===== src/rtl/rv32im_muldiv.sv =====
// rv32im_muldiv: iterative RV32M multiply/divide unit, 32 shift-add or restoring steps per op.
module rv32im_muldiv (
  input  logic        clk_i,
  input  logic        rst_i,
  input  logic        muldiv_valid_i,
  output logic        muldiv_ready_o,
  input  logic [2:0]  muldiv_funct3_i,
  input  logic [31:0] operand_1_i,
  input  logic [31:0] operand_2_i,
  input  logic        flush_i,
  output logic        busy_o,
  output logic        result_valid_o,
  output logic [31:0] result_o
);
  typedef enum logic [1:0] {IDLE, CALC, DONE} state_t;
  state_t      state;
  logic [4:0]  cnt;
  logic [2:0]  op;
  logic        neg;
  logic [63:0] acc, opa, acc_nxt, prod;
  logic [31:0] opb, a_mag, b_mag, quo, rem, res;
  logic [32:0] diff;
  logic        sa, sb, a_neg, b_neg, neg_in;
  assign sa     = muldiv_funct3_i[2] ? ~muldiv_funct3_i[0] : muldiv_funct3_i[0] ^ muldiv_funct3_i[1];
  assign sb     = muldiv_funct3_i[2] ? ~muldiv_funct3_i[0] : muldiv_funct3_i[1:0] == 2'b01;
  assign a_neg  = sa & operand_1_i[31];
  assign b_neg  = sb & operand_2_i[31];
  assign a_mag  = a_neg ? -operand_1_i : operand_1_i;
  assign b_mag  = b_neg ? -operand_2_i : operand_2_i;
  // A zero divisor must leave the all-ones quotient un-negated; remainder follows the dividend.
  assign neg_in = muldiv_funct3_i[2] ? (muldiv_funct3_i[1] ? a_neg : (a_neg ^ b_neg) & |operand_2_i)
                                     : a_neg ^ b_neg;
  // Divide keeps {remainder, quotient} in acc and shifts dividend bits up through it.
  assign diff    = acc[63:31] - {1'b0, opb};
  assign acc_nxt = op[2] ? (diff[32] ? {acc[62:0], 1'b0} : {diff[31:0], acc[30:0], 1'b1})
                         : acc + (opb[0] ? opa : 64'd0);
  assign prod    = neg ? -acc_nxt : acc_nxt;
  assign quo     = neg ? -acc_nxt[31:0] : acc_nxt[31:0];
  assign rem     = neg ? -acc_nxt[63:32] : acc_nxt[63:32];
  assign res     = op[2] ? (op[1] ? rem : quo) : (|op[1:0] ? prod[63:32] : prod[31:0]);
  always_ff @(posedge clk_i) begin
    if (rst_i) begin
      state          <= IDLE;
      cnt            <= 5'd0;
      result_o       <= 32'd0;
      result_valid_o <= 1'b0;
      busy_o         <= 1'b0;
      muldiv_ready_o <= 1'b1;
    end else begin
      result_valid_o <= 1'b0;
      case (state)
        IDLE: if (muldiv_valid_i && !flush_i) begin
          state          <= CALC;
          cnt            <= 5'd0;
          op             <= muldiv_funct3_i;
          neg            <= neg_in;
          acc            <= muldiv_funct3_i[2] ? {32'd0, a_mag} : 64'd0;
          opa            <= {32'd0, a_mag};
          opb            <= b_mag;
          busy_o         <= 1'b1;
          muldiv_ready_o <= 1'b0;
        end
        CALC: if (flush_i) begin
          state          <= IDLE;
          busy_o         <= 1'b0;
          muldiv_ready_o <= 1'b1;
        end else begin
          acc <= acc_nxt;
          opa <= opa << 1;
          opb <= op[2] ? opb : opb >> 1;
          cnt <= cnt + 5'd1;
          if (cnt == 5'd31) begin
            state          <= DONE;
            result_o       <= res;
            result_valid_o <= 1'b1;
          end
        end
        default: begin
          state          <= IDLE;
          busy_o         <= 1'b0;
          muldiv_ready_o <= 1'b1;
        end
      endcase
    end
  end
endmodule


===== config.mk =====
export PLATFORM = sky130hd
export DESIGN_NAME = rv32im_muldiv
export DESIGN_NICKNAME = d
export VERILOG_FILES = /design/src/rtl/rv32im_muldiv.sv
export SDC_FILE = /design/constraint.sdc
export NUM_CORES = 1
export LEC_CHECK = 0
export ABC_AREA = 1
export CORE_MARGIN = 1.5
export CORE_UTILIZATION = 48
export CTS_CLUSTER_SIZE = 28
export DETAILED_ROUTE_END_ITERATION = 10
export DONT_BUFFER_PORTS = 1
export GPL_ROUTABILITY_DRIVEN = 0
export SLEW_MARGIN = 40
export SYNTH_ARGS = -nofsm -noshare
export SYNTH_HDL_FRONTEND = slang
export SYNTH_SLANG_ARGS = --single-unit

===== constraint.sdc =====
create_clock -name clk_i -period 14.4 [get_ports clk_i]
set_input_delay 3.6 -clock clk_i [delete_from_list [all_inputs] [get_ports clk_i]]
set_output_delay 3.6 -clock clk_i [all_outputs]
set_load 0.005 [all_outputs]

==> out/summary.txt <==
Avg Cell Area, Syn: 5.84 um2
initial antenna violation count: 0
cell count after placement: 4436
# nets final: 4032
hold path depth: 2
Total GRT Usage: 0.342
Final Util: 0.518
post-cts gate resize count: 0
post-synthesis cell area: 22800 um2
worst vdd ir: 0.0868 mV
reg2reg path depth: 36
Seq/Total Area, Yosys: 0.253
#FFs+latches synth: 206
max_slew headroom: 0.405
FP Rows: 79
core area: 46700 um2
Worst R2R End: result_o[22]
# Post-CTS Setup Buffers: 0
fin cells: 4484
Vert. Die Dim: 221 um
Post-CTS Hold Fix Bufs: 0
first-pass GRT wire length: 131000 um
# diodes: 0
WP data required: 14.72 ns
CTS max path bufs: 3
cts bufs inserted: 26
Yosys top cell area share: 0.223
Cell Int Power: 1.20 mW
H-tree depth: 1
Unique masters post-synth: 56
post-route ant nets: 0
ys flop type: edfxtp_1
num ports: 106
Worst-Skew Late Latency: 0.59 ns
M3 GR Usage: 0.0437
Fillers: 4999
setup violators final: 0
TNS Setup: 0 ns
final wirelength: 85000 um
Initial Utilization: 0.488
TritonCTS clock tree: yes
NetSw: 0.708 mW
post-detailed-route via-to-cell ratio: 5.49
Setup Skew: 0.0323 ns
Initial DRC Count: 2736
met2 Use GR: 0.524
status: completed
Design Area, Final: 24200 um2
EDFF count, synth: 164
Top Usage Layer GRT: met2
hold crit path type: reg -> reg
max-cap viol count: 0
asr flop ratio synth: 0
area leader, netlist: nand2_1
routed length per instance: 19.0 um
die area: 48800 um2
Synth area leaders: nand2_1 22%, edfxtp_1 22%, inv_1 11%
Area Overhead vs Synth: 6.02%
WP data arrival: 6.69 ns
Logic pwr share: 0.292
DR vias: 24.6k
die span in x: 221 um
r2r setup slk: 8.35 ns
Mapped Cells: 3903
hold_sp: busy_o
Worst path slowest cell: nor3_1
number of remaining DRC errors: 0
Lkg Pwr: 12.7 nW
Startpoint Class: input port
crit-path most repeated cell: nor3_1
post-place instance area: 23300 um2
share of layout cells above drive strength 1: 0.0433
Power Density: 78.9 nW/um2
cell family with most CP delay: simple AND/OR/NAND/NOR gates
Syn Nets: 4078
post-DP HPWL: 68400 um
clock sinks: 206
final hold vios: 0
CP max FO: 4
Critical Path Max Stage Delay: 0.72 ns
Hold Crit Endpoint: busy_o
max-slew violation count: 0
crit-path cells: inv_1 -> ha_1 -> inv_1 -> nor3_1 -> inv_1 -> nor3_1 -> nand2_1 -> nor3_1 -> nand3_1 -> nor4_1 -> nand3_1 -> nor3_1 -> a21oi_1 -> o21ai_0 -> o41ai_1
CTS root buf: clkbuf_16
Clock transition at path regs: 0.07 ns
highest clock rate: 0.157 GHz
Buf/Inv on CP: 3
sequential share of power: 0.364
kind of end point of the critical path: flip-flop
met1 usage: 0.458
Net Sw Frac: 0.372
PortBufs: 0
grt total ovfl: 0
fraction of the cycle the final worst path needs: 0.442
Crit Path Class: in -> reg
Clock Power Share: 0.345
largest net degree at the start of global routing: 84
r2r startpoint: opb[0]
Least-Margin Pin Slew: 0.886 ns
unrepaired setup endpoints after global routing: false
Synth warnings: 0
vias in the first global route: 23.0k
post-route minimum period: 6.36 ns
First-pass DRT Iterations: 9
-- cells in the mapped netlist, types with 11 or more instances --
master,n
o21ai_1,16
o22ai_1,24
ha_1,102
nand4_1,26
nor3_1,46
edfxtp_1,164
nand3_1,307
nor2_2,21
nand2_1,1352
nand2_2,27
inv_1,692
clkbuf_1,68
nor2_1,401
buf_2,15
dfxtp_1,42
xnor2_1,31
nand3b_1,24
o21ai_0,177
a21o_1,12
a21oi_1,180
xor2_1,50
o21bai_1,15
nor4_1,11
-- cell type report --
class                           instances  area (um2)  area share
Clock buffer                           31         691      0.0286
Clock inverter                         17         146     0.00606
Inverter                              700        2630       0.109
Multi-Input combinational cell       2899       14000       0.579
Sequential cell                       206        5770       0.239
Tap cell                              607         759      0.0314
Timing Repair Buffer                   24         188     0.00777
-- power groups by stage --
stage	logic (mW)	registers (mW)	clock network (mW)
global route	0.612	0.694	0.686
global placement	0.535	0.705	0
finish	0.556	0.693	0.657
floorplan	0.382	0.698	0
CTS	0.544	0.692	0.664
detailed placement	0.541	0.705	0
-- tightest hold or removal path, cell delays in order (launching register included) --
cell and delay (ns):
dfxtp_1 0.32, nand2_1 0.06, a21oi_1 0.05
-- per-stage QoR --
| step | power, mW | worst slack, ns | hold slack, ns |
|---|---|---|---|
| floorplan | 1.08 | 3.45 | 0.445 |
| global placement | 1.24 | 7.55 | 0.460 |
| detailed placement | 1.25 | 7.58 | 0.473 |
| CTS | 1.90 | 8.17 | 0.481 |
| global route | 1.99 | 7.83 | 0.490 |
| finish | 1.91 | 8.04 | 0.475 |
-- registers in the layout, summed over array words and instances (netlist names) --
signal / flops
muldiv_ready_o: 1
neg: 1
acc: 64
op: 3
opa: 64
busy_o: 1
result_o: 32
cnt: 5
result_valid_o: 1
opb: 32
state: 2
-- worst max path at each step --
stage                        start  slack [ns]  depth (start not counted)           end
detailed placement  operand_2_i[0]        7.58                         15           neg
global placement    operand_2_i[0]        7.55                         15           neg
finish              operand_2_i[0]        8.04                         15           neg
global route                opb[0]        7.83                         36  result_o[24]
CTS                 operand_2_i[0]        8.17                         15           neg
floorplan                  flush_i        3.45                          6        opb[0]
-- cells by family (layout without fill, tap and decap cells) --
| logic type | Yosys count | after routing | synth area share |
|---|---|---|---|
| simple gates | 2255 | 2255 | 0.414 |
| buf+inv | 798 | 772 | 0.134 |
| compound gates | 459 | 459 | 0.110 |
| flops | 206 | 206 | 0.253 |
| fa+ha+maj | 104 | 104 | 0.0578 |
| xor+xnor | 81 | 81 | 0.0311 |
-- placed cells by master, fill, tap and decap left out, types with 10 or more instances in the layout --
| cell type | n |
|---|---|
| nand2_4 | 10 |
| ha_1 | 102 |
| nand2_1 | 1352 |
| nor2_1 | 398 |
| xor2_1 | 50 |
| o22ai_1 | 24 |
| edfxtp_1 | 164 |
| o21bai_1 | 15 |
| nand2_2 | 27 |
| a21o_1 | 12 |
| buf_4 | 22 |
| nor3_1 | 46 |
| nor2_2 | 22 |
| o21ai_1 | 16 |
| dfxtp_1 | 42 |
| nor4_1 | 11 |
| clkbuf_16 | 26 |
| nand4_1 | 26 |
| xnor2_1 | 31 |
| nand3b_1 | 24 |
| inv_1 | 691 |
| a21oi_1 | 180 |
| nand3_1 | 307 |
| o21ai_0 | 177 |
-- layer usage --
| metal | wire length, um | up-vias |
|---|---|---|
| met5 | 0 | - |
| met3 | 7370 | 241 |
| li1 | - | 12184 |
| met4 | 5960 | 0 |
| met2 | 35600 | 1142 |
| met1 | 36100 | 11028 |
No activity file was read; power rests on OpenSTA's default activity.
